### src/rtl/dram_port_arbiter_pkg.sv
// Shared types for the DRAM port arbiter: FSM state encoding, held-request record, funct3 size codes.
package dram_port_arbiter_pkg;

    typedef enum logic [2:0] {
        S_IDLE  = 3'd0,
        S_ISSUE = 3'd1,
        S_WAIT0 = 3'd2,
        S_WAIT  = 3'd3,
        S_DONE  = 3'd4
    } arb_state_t;

    // Fields latched from the winning port at grant time.
    typedef struct packed {
        logic [31:0] addr;
        logic [31:0] wdata;
        logic        we;
        logic [2:0]  ctrl;
    } dram_req_t;

    localparam logic [2:0] FUNCT3_LB____ = 3'b000;
    localparam logic [2:0] FUNCT3_LH____ = 3'b001;
    localparam logic [2:0] FUNCT3_LW____ = 3'b010;
    localparam logic [2:0] FUNCT3_LBU___ = 3'b100;
    localparam logic [2:0] FUNCT3_LHU___ = 3'b101;
    localparam logic [2:0] FUNCT3_SB____ = 3'b000;
    localparam logic [2:0] FUNCT3_SH____ = 3'b001;
    localparam logic [2:0] FUNCT3_SW____ = 3'b010;

    localparam int unsigned AGE_W = 4;

endpackage

### src/rtl/dram_port_arbiter_arb_age.sv
// m_arb_age: saturating count of port-1 arbitration losses; raises force_win at LIMIT.
// Only instantiated when DRAM_ARB_STARVE_EN is defined.
module m_arb_age
    import dram_port_arbiter_pkg::*;
#(
    parameter int LIMIT = 8
) (
    input  logic CLK,
    input  logic RST_X,
    input  logic inc,
    input  logic clr,
    output logic force_win
);

    logic [AGE_W-1:0] count;

    // NOTE: sequential state uses <= so every flop samples pre-edge values.
    always_ff @(posedge CLK or negedge RST_X) begin
        if (!RST_X) begin
            count <= '0;
        end else if (clr) begin
            count <= '0;
        end else if (inc && (count != {AGE_W{1'b1}})) begin
            count <= count + 1'b1;
        end
    end

    assign force_win = (count >= AGE_W'(LIMIT));

endmodule

### src/rtl/dram_port_arbiter.sv
// dram_port_arbiter: one-outstanding-transaction arbiter between MMU (port 0) and loader/DMA (port 1).
// Define DRAM_ARB_STARVE_EN to let port 1 win after STARVE_LIMIT consecutive losses.
module dram_port_arbiter
    import dram_port_arbiter_pkg::*;
#(
    parameter int STARVE_LIMIT = 8
) (
    input  logic        CLK,
    input  logic        RST_X,
    input  logic        w_req0,
    input  logic        w_req1,
    input  logic [31:0] w_addr0,
    input  logic [31:0] w_addr1,
    input  logic [31:0] w_wdata0,
    input  logic [31:0] w_wdata1,
    input  logic        w_we0,
    input  logic        w_we1,
    input  logic [2:0]  w_ctrl0,
    input  logic [2:0]  w_ctrl1,
    output logic        w_done0,
    output logic        w_done1,
    output logic [31:0] w_rdata0,
    output logic [31:0] w_rdata1,
    output logic [31:0] w_dram_addr,
    output logic [31:0] w_dram_wdata,
    output logic [2:0]  w_dram_ctrl,
    output logic        w_dram_we_t,
    output logic        w_dram_le,
    input  logic [31:0] w_dram_odata,
    input  logic        w_dram_busy,
    output logic        w_arb_owner,
    output logic        w_arb_busy
);

    // The age counter is 4 bits wide, so the limit must fit in it.
    if (STARVE_LIMIT < 1 || STARVE_LIMIT > 15) begin : g_bad_limit
        $error("dram_port_arbiter: STARVE_LIMIT must be in 1..15");
    end

    arb_state_t state, state_nx;
    dram_req_t  held;
    logic       grant;
    logic       grant_port;
    logic       force1;
    logic       finish;

`ifdef DRAM_ARB_STARVE_EN
    m_arb_age #(
        .LIMIT     (STARVE_LIMIT)
    ) u_arb_age (
        .CLK       (CLK),
        .RST_X     (RST_X),
        .inc       (grant && !grant_port && w_req1),
        .clr       (grant && grant_port),
        .force_win (force1)
    );
`else
    assign force1 = 1'b0;
`endif

    // NOTE: every always_comb output gets a default first, so no path infers a latch.
    always_comb begin
        state_nx   = state;
        grant      = 1'b0;
        grant_port = 1'b0;
        case (state)
            S_IDLE: begin
                if ((w_req0 || w_req1) && !w_dram_busy) begin
                    grant      = 1'b1;
                    grant_port = !w_req0 || (force1 && w_req1);
                    state_nx   = S_ISSUE;
                end
            end
            S_ISSUE: state_nx = S_WAIT0;
            S_WAIT0: state_nx = S_WAIT;
            S_WAIT: begin
                if (!w_dram_busy) state_nx = S_DONE;
            end
            S_DONE:  state_nx = S_IDLE;
            default: state_nx = S_IDLE;
        endcase
    end

    assign finish = (state == S_WAIT) && !w_dram_busy;

    // NOTE: all flops, including the holding and rdata registers, clear on reset.
    always_ff @(posedge CLK or negedge RST_X) begin
        if (!RST_X) begin
            state       <= S_IDLE;
            held        <= '0;
            w_arb_owner <= 1'b0;
            w_rdata0    <= '0;
            w_rdata1    <= '0;
            w_done0     <= 1'b0;
            w_done1     <= 1'b0;
        end else begin
            state   <= state_nx;
            w_done0 <= finish && !w_arb_owner;
            w_done1 <= finish &&  w_arb_owner;
            if (grant) begin
                w_arb_owner <= grant_port;
                held        <= grant_port
                             ? '{addr: w_addr1, wdata: w_wdata1, we: w_we1, ctrl: w_ctrl1}
                             : '{addr: w_addr0, wdata: w_wdata0, we: w_we0, ctrl: w_ctrl0};
            end
            if (finish && !held.we) begin
                if (w_arb_owner) w_rdata1 <= w_dram_odata;
                else             w_rdata0 <= w_dram_odata;
            end
        end
    end

    // Address/data/size stay on the held values; only the strobes are gated to ISSUE.
    assign w_dram_addr  = held.addr;
    assign w_dram_wdata = held.wdata;
    assign w_dram_ctrl  = held.ctrl;
    assign w_dram_we_t  = (state == S_ISSUE) &&  held.we;
    assign w_dram_le    = (state == S_ISSUE) && !held.we;
    assign w_arb_busy   = (state != S_IDLE);

endmodule

### config.mk
export PLATFORM = sky130hd
export DESIGN_NAME = dram_port_arbiter
export DESIGN_NICKNAME = d
export VERILOG_FILES = /design/src/rtl/dram_port_arbiter_pkg.sv /design/src/rtl/dram_port_arbiter_arb_age.sv /design/src/rtl/dram_port_arbiter.sv
export SDC_FILE = /design/constraint.sdc
export NUM_CORES = 1
export LEC_CHECK = 0
export CAP_MARGIN = 10
export CORE_ASPECT_RATIO = 0.5
export CORE_MARGIN = 1
export CORE_UTILIZATION = 38
export CTS_CLUSTER_SIZE = 40
export DETAILED_ROUTE_END_ITERATION = 7
export PLACE_DENSITY = 0.8
export SLEW_MARGIN = 10
export SYNTH_ARGS = -nofsm -noshare
export SYNTH_HDL_FRONTEND = slang
export SYNTH_SLANG_ARGS = --single-unit
### constraint.sdc
create_clock -name CLK -period 1.8 [get_ports CLK]
set_input_delay 0.54 -clock CLK [delete_from_list [all_inputs] [get_ports CLK]]
set_output_delay 0.54 -clock CLK [all_outputs]
set_load 0.01 [all_outputs]
Yosys cells after proc, flatten, opt, wreduce, memory -nomap -nowiden
Index checks and enable logic that the tools add are counted.
Widths: inputs -> output; s select.
- eq/ne operators: 5
- multiplexer cells: 8
- bitwise operators: 1
- reduce and logical (&&, ||, !) cells: 17
- operators with widths (operator ; number):
    $mux 68 ; 1
    $pmux 3 s4 ; 1
    $logic_and 1x1->1 ; 7
    $eq 3x2->1 const B ; 2
    $mux 3 ; 2
    $reduce_and 2->1 ; 3
    $logic_not 1->1 ; 4
    $mux 1 ; 4
    $ne 2x2->1 const B ; 2
    $eq 3x1->1 const B ; 1
    $logic_not 3->1 ; 1
    $reduce_bool 3->1 ; 1
    $logic_or 1x1->1 ; 1
    $not 1->1 ; 1
- bits in registers: 138
- input bits: 173
- output and inout port bits: 137

Logic depth before layout (Yosys ltp)
- word-level depth: 5
- mapped depth: 6
- depth with buffers taken out: 3

Least setup slack after synthesis
OpenSTA, ideal clock, no wires.
- path kind: input to register
- from: input w_req0
- to: register held, in the netlist w_dram_addr[22]
- library setup time: 125 ps
- arrival time: 1700 ps
- data required time: 1675 ps
- setup slack: -25 ps
- stages: 5
- buffers on the path: 3
- cell sequence: buf_2 buf_2 buf_2 mux2_2 mux2_4
- longest elaborated chain between the ends: 5
- ends and longest elaborated chain (item ; RTL line ; source):
    from (decl) ; dram_port_arbiter.sv:10 ; input logic w_req0,
    $logic_or 1x1->1 ; dram_port_arbiter.sv:68 ; if ((w_req0 || w_req1) && !w_dram_busy) begin
    $logic_and 1x1->1 ; dram_port_arbiter.sv:68 ;
    $mux 1 ; dram_port_arbiter.sv:68 ;
    $mux 1 ; dram_port_arbiter.sv:66 ; case (state)
    $mux 68 ; dram_port_arbiter.sv:103 ; ? '{addr: w_addr1, wdata: w_wdata1, we: w_we1, ctrl: w_ctrl1}
    to (signal assigned) ; dram_port_arbiter.sv:102 ; held <= grant_port
    to (decl) ; dram_port_arbiter.sv:41 ; dram_req_t held;
Several ways; a longest one is shown, not always the timed one.
A chain may end at the register's enable or synchronous reset.

Worst setup path after layout
- from: register state[1]
- to: register held, in the netlist w_dram_wdata[25]
- longest elaborated chain between the ends: 3
- ends and longest elaborated chain (item ; RTL line ; source):
    from (decl) ; dram_port_arbiter.sv:40 ; arb_state_t state, state_nx;
    from (signal assigned) ; dram_port_arbiter.sv:97 ; state <= state_nx;
    $logic_not 3->1 (*) ; dram_port_arbiter.sv:66 ;
    $mux 1 ; dram_port_arbiter.sv:66 ;
    $mux 68 ; dram_port_arbiter.sv:103 ;
Every way passes the cells marked *; elsewhere a longest branch is shown, timed or not.

==> summary.txt <==
Run status
  • Status: finished with violations
  • Failing checks: negative setup slack

Clock network
  • Cts bufs inserted: 17
  • Clk Latency, worst-skew pair: 410 ps
  • Worst-case clock buffer depth: 2
  • H-Tree Depth: 4
  • Clock sinks: 138
  • Worst-path clk slew: 60 ps
  • Root Buffer: clkbuf_16
  • TritonCTS clock tree: yes

Logic synthesis
  • Post-synthesis cell area: 0.00662 mm2
  • Synth Flop Type: dfrtp_1
  • Syn. warnings: 0
  • Synth Instances: 444
  • Most numerous cell in the Yosys netlist: mux2_2
  • Avg Cell Area, Syn: 14.9 um2
  • Flops & latches, synth: 138
  • Post-synth EDFFs: 0
  • Ys async rst share: 1.00
  • Syn Nets: 617
  • Sequential area share after synthesis: 0.522
  • Yosys cell types: 24
  • Largest area contributor in the netlist: dfrtp_1
  • Post-synth top cells: mux2_2 (180), dfrtp_1 (138), buf_4 (71), mux2_4 (20), buf_6 (6)
  • Top cell type's share of synthesized area: 0.522
  • Area contributors post-synth: dfrtp_1 (52%), mux2_2 (31%), buf_4 (8.1%), mux2_4 (4.5%), buf_6 (1.0%)

Route
  • DR WL/cell: 18.3 um
  • Initial drt markers: 126
  • Pre-antenna DRT Iters: 4
  • ANT nets after route: 0
  • Via count: 4452
  • DR DRC count: 0
  • Total wire length: 17600 um
  • Via-to-Cell Ratio: 4.65

Floorplanning
  • Row cnt: 33
  • Core area: 0.0167 mm2
  • Die height: 95.3 um
  • # IOs: 310
  • Die Area: 0.0180 mm2
  • Die width: 189 um
  • Starting Density: 0.397

Critical path
  • Worst Path Required: 2080 ps
  • FF-to-FF End: w_dram_wdata[25]
  • Worst path slowest cell: dfrtp_2
  • CP Class: reg -> reg
  • Crit path cell chain: or3_4, buf_6, nor2_8, buf_12, buf_12, buf_12, mux2_4
  • Critical Path Fanout Max: 8
  • Arr. time, crit path: 2230 ps
  • FF-to-FF Start: state[1]
  • Setup crit end kind: register
  • Crit path max-delay family: simple AND/OR/NAND/NOR gates
  • Reg2reg setup slack: -150 ps
  • Critical Path Most Common Cell: buf_12
  • Critical path startpoint category: register
  • Max stage delay on crit path: 430 ps
  • CP bufs+invs: 4
  • R2r worst-path depth: 7

Timing
  • Hold Vio Cnt, Final: 0
  • RSZ-0062 raised after global routing: yes
  • FMAX: 512 MHz
  • Final setup viols: 61
  • Hold slack final: 454 ps
  • Least-Margin Pin Slew: 302 ps
  • Max Transition Viols Final: 0
  • Setup TNS: -6330 ps
  • Final WS setup: -152 ps
  • Min Tclk post-route: 1950 ps
  • Period utilization: 1.08
  • Slew HR: 0.799
  • Final clock skew: 11.2 ps

Placement
  • # port buffers: 309
  • DP Wirelength: 12700 um
  • Dpl cell area: 0.00955 mm2
  • Routability Congestion: 0.754
  • Placed Cells incl. Taps: 910

GRT
  • GRT Overall Usage: 0.198
  • Largest net degree at the start of global routing: 47
  • Grt ovf: 0
  • Initial antenna violation count: 0
  • First-pass GRT wire length: 27000 um
  • Vias in the first global route: 4895

Min path
  • Worst Hold End: w_arb_owner
  • Hold path depth: 2
  • Hold_sp: w_req0
  • Min-delay worst type: in -> reg

Cells and area
  • Share of layout cells above drive strength 1: 0.383
  • Fill count: 1321
  • ANT cells: 0
  • Final Non-Filler Cells: 958
  • Post-route cell area: 0.0105 mm2
  • P&R area growth vs syn: 58.4%
  • # nets final: 891

Pwr
  • Pwr Total: 15.8 mW
  • Peak supply drop: 687 uV
  • Leak: 4.81 nW
  • Power Density: 1510 mW/mm2

Flow run
  • Max Cap Viol: 0
metal layers:
layer  global-route usage  share of wire  routed length [um]
met3               0.0409          0.039                 676
met4               0.0719          0.019                 334
met1                0.235           0.40                7030
met2                0.362           0.54                9510
met5                    0              0                   0
layout make-up:
type                            instances  area, um2  area share
Clock buffer                           17        425      0.0406
Clock inverter                         15        176      0.0168
Inverter                                1       3.75    0.000358
Multi-Input combinational cell        217       2670       0.255
Sequential cell                       138       3460       0.330
Tap cell                              227        284      0.0271
Timing Repair Buffer                  343       3460       0.331
cells by family after synthesis:
| logic type | after synthesis | share of synthesized area |
|---|---|---|
| AOI/OAI and AO/OA | 5 | 0.00586 |
| and+or+nand+nor | 12 | 0.0157 |
| muxes | 200 | 0.352 |
| buffers and inverters | 89 | 0.105 |
| DFF | 138 | 0.522 |
through the flow:
stage	util	setup slack, ps
6_report	0.628	-152
2_1_floorplan	-	25.5
3_5_place_dp	0.572	-372
4_1_cts	0.628	-231
3_3_place_gp	0.572	-333
5_1_grt	0.628	-189
state kept, by name (all words and copies together) (netlist names):
register / cells
w_dram_addr: 32
w_dram_wdata: 32
w_rdata0: 32
w_rdata1: 32
state: 3
w_dram_ctrl: 3
held: 1
w_arb_owner: 1
w_done0: 1
w_done1: 1
report_power, final:
part           switching [mW]  internal [mW]  total [mW]
Sequential              0.825           4.67        5.49
Clock                    1.51           1.99        3.49
Combinational            2.66           4.14        6.80
Total                    4.99           10.8        15.8
cells in the final DEF, fill, tap and decap left out, types with 3 or more instances in the layout:
cell type        instances
inv_8                    4
mux2_4                  67
dfrtp_1                136
clkdlybuf4s50_1        170
clkbuf_16               17
mux2_2                 133
dlygate4sd2_1          134
buf_4                   10
inv_6                    4
clkinv_4                 3
buf_6                    5
buf_12                  14
buf_16                   5
worst max-delay path by stage:
stage / cells after the start / slack, ps / start / endpoint
final: 7 / -150 / state[1] / w_dram_wdata[25]
after global routing: 2 / -190 / state[1] / w_arb_busy
after CTS: 2 / -230 / state[0] / w_dram_we_t
after detailed placement: 5 / -370 / w_dram_busy / w_rdata0[25]
after global placement: 5 / -330 / w_dram_busy / w_rdata0[18]
after floorplan: 5 / 30 / w_req0 / w_dram_addr[22]
timing repair:
item | 4_1_cts | 5_1_grt
resized for setup | 207 | 10
pin swaps | 2 | 1
gates cloned | 6 | 0
hold buffers | 1 | 0
buffers inserted | 10 | 2
setup endpoints to repair | 204 | 96
hold endpoints to repair | 23 | 0
No activity file was read; power rests on OpenSTA's default activity.
